<file path="src/rtl/cpu_types_pkg.sv">
// Shared CPU types: RAM handshake state, machine word and arbiter state.
package cpu_types_pkg;

    typedef logic [31:0] word_t;

    typedef enum logic [1:0] {
        FREE   = 2'd0,
        BUSY   = 2'd1,
        ACCESS = 2'd2,
        ERROR  = 2'd3
    } ramstate_t;

    typedef enum logic [1:0] {
        IDLE  = 2'd0,
        ISERV = 2'd1,
        DSERV = 2'd2
    } arb_state_t;

endpackage

</file>
<file path="src/rtl/memory_arbiter.sv">
// Single-port RAM arbiter: data has priority over instruction fetch, and a bounded
// streak of data grants forces an instruction grant so fetch cannot starve.
module memory_arbiter
    import cpu_types_pkg::*;
#(
    parameter int unsigned DSTREAK_MAX = 4
) (
    input  logic        CLK,
    input  logic        RST,
    input  logic        iREN,
    input  logic [31:0] iaddr,
    output logic        iwait,
    output logic [31:0] iload,
    input  logic        dREN,
    input  logic        dWEN,
    input  logic [31:0] daddr,
    input  logic [31:0] dstore,
    output logic        dwait,
    output logic [31:0] dload,
    output logic        ramREN,
    output logic        ramWEN,
    output logic [31:0] ramaddr,
    output logic [31:0] ramstore,
    input  logic [31:0] ramload,
    input  logic [1:0]  ramstate
);

    localparam int unsigned StreakW = $clog2(DSTREAK_MAX + 1);
    localparam logic [StreakW-1:0] StreakMax = StreakW'(DSTREAK_MAX);

    arb_state_t         state_q, state_d;
    logic [StreakW-1:0] streak_q, streak_d;
    ramstate_t          rs;
    logic               d_req;
    logic               force_i;
    logic               xfer_end;

    assign rs       = ramstate_t'(ramstate);
    assign d_req    = dREN | dWEN;
    assign force_i  = iREN && (streak_q == StreakMax);
    // ERROR ends the attempt like ACCESS does; the held request is simply re-arbitrated.
    assign xfer_end = (rs == ACCESS) || (rs == ERROR);

    // Next-state and streak update: arbitrate in IDLE, leave a serving state on end or withdrawal.
    always_comb begin
        state_d  = state_q;
        streak_d = streak_q;
        unique case (state_q)
            IDLE: begin
                if (d_req && !force_i) begin
                    state_d = DSERV;
                    if (iREN) begin
                        if (streak_q != StreakMax) streak_d = streak_q + 1'b1;
                    end else begin
                        streak_d = '0;
                    end
                end else if (iREN) begin
                    state_d  = ISERV;
                    streak_d = '0;
                end
            end
            ISERV: if (!iREN || xfer_end) state_d = IDLE;
            DSERV: if (!d_req || xfer_end) state_d = IDLE;
            default: state_d = IDLE;
        endcase
    end

    // State and streak registers; reset drops any pending access immediately.
    always_ff @(posedge CLK or posedge RST) begin
        if (RST) begin
            state_q  <= IDLE;
            streak_q <= '0;
        end else begin
            state_q  <= state_d;
            streak_q <= streak_d;
        end
    end

    // RAM strobes and per-side wait/load, combinational from state and live inputs.
    always_comb begin
        ramREN   = 1'b0;
        ramWEN   = 1'b0;
        ramaddr  = '0;
        ramstore = '0;
        iwait    = 1'b1;
        iload    = '0;
        dwait    = 1'b1;
        dload    = '0;
        unique case (state_q)
            ISERV: begin
                ramREN  = 1'b1;
                ramaddr = iaddr;
                // A withdrawn request never completes, even if RAM says ACCESS.
                if (iREN && rs == ACCESS) begin
                    iwait = 1'b0;
                    iload = ramload;
                end
            end
            DSERV: begin
                ramaddr = daddr;
                if (dWEN) begin
                    ramWEN   = 1'b1;
                    ramstore = dstore;
                end else begin
                    ramREN = 1'b1;
                end
                if (d_req && rs == ACCESS) begin
                    dwait = 1'b0;
                    dload = ramload;
                end
            end
            default: ;
        endcase
    end

endmodule

</file>
<file path="config.mk">
export PLATFORM = sky130hd
export DESIGN_NAME = memory_arbiter
export DESIGN_NICKNAME = d
export VERILOG_FILES = /design/src/rtl/cpu_types_pkg.sv /design/src/rtl/memory_arbiter.sv
export SDC_FILE = /design/constraint.sdc
export NUM_CORES = 1
export LEC_CHECK = 0
export CAP_MARGIN = 0
export CORE_AREA = 5 5 100 102
export CTS_BUF_LIST = sky130_fd_sc_hd__clkbuf_8
export CTS_CLUSTER_DIAMETER = 120
export DETAILED_ROUTE_END_ITERATION = 16
export DIE_AREA = 0 0 105 107
export PLACE_DENSITY = 0.71
export SYNTH_ARGS = -nofsm -noshare
export SYNTH_HDL_FRONTEND = slang
export SYNTH_SLANG_ARGS = --single-unit
</file>
<file path="constraint.sdc">
create_clock -name CLK -period 1.53 [get_ports CLK]
set_input_delay 0.306 -clock CLK [delete_from_list [all_inputs] [get_ports CLK]]
set_output_delay 0.306 -clock CLK [all_outputs]
set_load 0.005 [all_outputs]
</file>
Yosys cells after proc, flatten, opt, wreduce, memory -nomap -nowiden
Cells that the tools add are included.

Flip-flop bits (word level): 5. Output and inout bits: 132. Bits of input ports: 135.

Eq/ne operators: 10. Mux-type cells: 24. $add $sub $neg: 1. Reduce and logical (&&, ||, !) cells: 14. Bitwise operators: 1.

Operators by type and width (count): 2-to-1 mux 32 bit (6); one-hot mux 32 bit (2 select lines) (1); 2-to-1 mux 3 bit (4); 2-to-1 mux 2 bit (4); 2-to-1 mux 1 bit (7); == test 2 bit, second input constant (3); inequality test 3 bit, second input constant (2); one-hot mux 2 bit (3 select lines) (1); AND reduction 3 bit (2); logical AND 1 bit (4); inequality test 2 bit, second input constant (2); adder 3 x 1 -> 3 bit, second input constant (1); == test 3 bit, second input constant (1); zero test 1 bit (3); logical OR 1 bit (3); inequality test 3 x 2 -> 1 bit, second input constant (1); == test 2 x 1 -> 1 bit, second input constant (1); zero test 2 bit (1); one-hot mux 1 bit (2 select lines) (1); nonzero test 2 bit (1); OR 1 bit (1).

Depth between registers and ports, before layout
Depth after elaboration: 6. Depth in mapped cells: 7. Mapped depth without buffers: 6.

Least setup slack after synthesis
Ideal clock, no wire load.

Path kind: register -> output. From: register state_q[1]. To: output port iload[22]. Path buffers: 2. Stages on the path, launching flop included: 8. Slack: -16 ps. Arrival: 1240 ps. Data required time: 1224 ps. Path through: dfrtp_1 inv_1 ha_1 buf_2 nand2_1 nor2_2 buf_2 and2_1.

Word-level cells in the longest chain between the ends: 2.

RTL lines: start, declared (RTL line memory_arbiter.sv:31) `arb_state_t state_q, state_d;`; start signal, assigned (RTL line memory_arbiter.sv:74) `state_q <= state_d;`; == test 2 x 1 -> 1 bit (RTL line memory_arbiter.sv:89) `unique case (state_q)`; 2-to-1 mux 32 bit (RTL line memory_arbiter.sv:89); end, declared (RTL line memory_arbiter.sv:13) `output logic [31:0] iload,`.

No other way between the ends.

Worst setup path after layout
From: register state_q[0]. To: output port iload[0].

Same word-level chain as after synthesis.

==> impl_metrics.env <==
export IMPL_start_util_pct=17.1
export IMPL_core_um2=9020
export IMPL_rsz0062_at_grt="yes"
export IMPL_met1Wirelength_um=4410
export IMPL_finClkSkew_ps=0.321
export IMPL_path_clk_slew_ps=30
export IMPL_setup_violations=133
export IMPL_h_tree_depth=1
export IMPL_hpwl_um=8620
export IMPL_cts_root_buffer="clkbuf_8"
export IMPL_criticalPathCategory="register to output pin"
export IMPL_cts_sinks=5
export IMPL_ys_types=27
export IMPL_status="finished with violations"
export IMPL_syn2layout_area_growth_pct=255
export IMPL_rows=35
export IMPL_crit_arrival_ps=1650
export IMPL_period_minus_slack_ps=1960
export IMPL_r2r_end="state_q[0]"
export IMPL_power_leakage_nw=2.57
export IMPL_cts_path_max_buffers=2
export IMPL_die_h_um=107
export IMPL_ys_flop_type="dfrtp_1"
export IMPL_io_pins=267
export IMPL_grt_start_max_net_pins=19
export IMPL_endpoint_kind="output pin"
export IMPL_dieArea_um2=11200
export IMPL_pre_cts_slack_ps=-774
export IMPL_cts_made_buffers=3
export IMPL_top_layer="met4"
export IMPL_critPathMaxFanout=5
export IMPL_drc=0
export IMPL_dr_wl_met2_um=6590
export IMPL_grt_first_pass_wirelength_um=17200
export IMPL_rrSetupSlack_ps=20
export IMPL_gp_congestion=0.834
export IMPL_netlist_top_cell_by_area="and2_1"
export IMPL_synth_area_top_cells="and2_1 26%, a22oi_1 16%, nor2b_1 13%"
export IMPL_peakVddDrop_uv=930
export IMPL_fin_nets=678
export IMPL_power_density_nw_per_um2=1030
export IMPL_ys_async_sr_fraction_pct=100
export IMPL_yosysWarnings=0
export IMPL_seq_area_frac_synth_pct=8.12
export IMPL_vias_per_cell=4.56
export IMPL_hold_path_class="input pin to async pin"
export IMPL_cts_tree="yes"
export IMPL_synth_area_per_cell_um2=6.70
export IMPL_ys_ff_latch=5
export IMPL_yosysTopAreaCellShare_pct=26.4
export IMPL_fin_area_um2=5460
export IMPL_r2r_start="state_q[1]"
export IMPL_period_share_pct=128
export IMPL_max_freq_ghz=0.510
export IMPL_wl_per_cell_um=19.1
export IMPL_placed_cell_area_um2=4460
export IMPL_drtIter0Drc=114
export IMPL_finalMaxSlewViolations=0
export IMPL_insertion_delay_ps=220
export IMPL_setup_tns_final_ps=-43620
export IMPL_syn_inst=230
export IMPL_cp_data_required_time_ps=1220
export IMPL_drv_cap=0
export IMPL_antenna_found_initial=1
export IMPL_place_port_buffers=266
export IMPL_critPathLaunchType="register"
export IMPL_reg2reg_depth=7
export IMPL_violations="negative setup slack"
export IMPL_syn_nets=370
export IMPL_synth_edf_count=0
export IMPL_drive_above_1_share_pct=56.6
export IMPL_cts_hold_buf=0
export IMPL_postRouteAntennaNets=0
export IMPL_dr_pass1_iters=4
export IMPL_wl_met3_um=1160
export IMPL_finalHoldViolCount=0
export IMPL_fin_ws_ps=-431
export IMPL_maxSlewHeadroom_pct=77.0
export IMPL_layout_cells_non_filler=649
export IMPL_syn_area_um2=1540
export IMPL_die_width_um=105
export IMPL_wl_um=12400
export IMPL_grt_pass1_vias=3065
export IMPL_grt_usage_pct=18.9
export IMPL_gr_total_overflow=0
export IMPL_n_fill_cell=768
export IMPL_vias=2962
export IMPL_worstMarginPinSlew_ps=345
export IMPL_placed_cells=604
metrics by stage:
step           utilization (%)  hold slack [ps]  power (mW)
3_5_place_dp              49.4              509        3.40
6_report                  60.5              287        5.61
4_1_cts                   53.0              298        4.58
2_1_floorplan                -             84.5        1.53
3_3_place_gp              49.4              493        3.37
5_1_grt                   60.5              305        5.92
critical path: stages (launching register included):
cell and delay, ps:
dfrtp_1 380, buf_4 150, ha_4 170, nand2_4 70, nor2_4 40, buf_6 130, buf_12 130, buf_12 120
and2_1 140, buf_2 120
power by group:
| part | internal, mW | total (mW) | switching, mW | leakage [nW] |
|---|---|---|---|---|
| clock network | 0.172 | 0.234 | 0.0626 | 0.0269 |
| registers | 0.178 | 0.216 | 0.0379 | 0.0659 |
| logic | 3.23 | 5.16 | 1.93 | 2.48 |
| total | 3.59 | 5.61 | 2.03 | 2.57 |
synth_stat cells, types with 4 or more instances:
cell type,count
a22oi_1,32
and2_1,65
and3_1,32
buf_2,12
clkbuf_1,8
dfrtp_1,5
ha_1,5
inv_1,8
nand2_1,5
nor2_1,4
nor2b_1,33
placed cells by master, fill, tap and decap left out, types with 2 or more instances in the layout:
cell type        count
a22oi_2             30
nor2_4               2
dfrtp_1              5
nand2_1              4
ha_1                 2
buf_8                2
clkbuf_16            6
clkdlybuf4s15_1      9
buf_2               70
clkdlybuf4s50_1    130
a21oi_1              2
and2_4              46
inv_2                2
nor2_1               4
nor2b_1             10
nor2b_4             22
and3_1              29
buf_12              16
and2_1              19
ha_4                 3
clkbuf_8             3
dlygate4sd2_1        4
inv_1                5
o21ai_4              2
buf_6               70
a22oi_1              2
buf_16               5
buf_4               15
and3_4               3
o21ai_1              2
inv_4                2
logic make-up after synthesis:
| group | Yosys count | synth area share, % |
|---|---|---|
| compound gates | 44 | 21.0 |
| fa+ha+maj | 5 | 4.06 |
| buf+inv | 32 | 9.67 |
| flops | 5 | 8.12 |
| simple gates | 144 | 57.1 |
sequential cells by signal (all words and copies together), names as in the netlist:
| name | flops |
|---|---|
| streak_q | 3 |
| state_q | 2 |
how the worst max path moves through the flow:
| stage | depth (start not counted) | slack [ps] | startpoint | end |
|---|---|---|---|---|
| after floorplan | 6 | 3 | state_q[0] | ramREN |
| after global placement | 6 | -740 | iREN | iload[3] |
| after detailed placement | 6 | -770 | iREN | iload[2] |
| after CTS | 8 | -450 | state_q[0] | dload[4] |
| after global routing | 8 | -480 | state_q[0] | dload[7] |
| final | 9 | -430 | state_q[0] | iload[0] |
repair_timing:
item | in CTS | in global routing
gates cloned | 11 | 6
resized for setup | 592 | 140
hold endpoints to repair | 0 | 0
endpoints found under the setup margin | 134 | 133
pin swaps | 27 | 40
buffers inserted | 21 | 8
cell type report:
type	count	area, um^2	share of cell area [%]
Antenna cell	1	2.50	0.0458
Clock buffer	3	41.3	0.756
Clock inverter	1	3.75	0.0687
Inverter	8	35.0	0.641
Multi-Input combinational cell	193	1800	32.9
Sequential cell	5	125	2.29
Tap cell	111	139	2.54
Timing Repair Buffer	327	3320	60.7
layer usage:
metal | up-vias | GRT usage (%)
met5 | - | 0
met4 | 0 | 2.47
met3 | 18 | 6.20
met2 | 176 | 36.9
met1 | 1366 | 19.8
li1 | 1402 | -
Note: power is estimated with default switching activity, not from simulation.
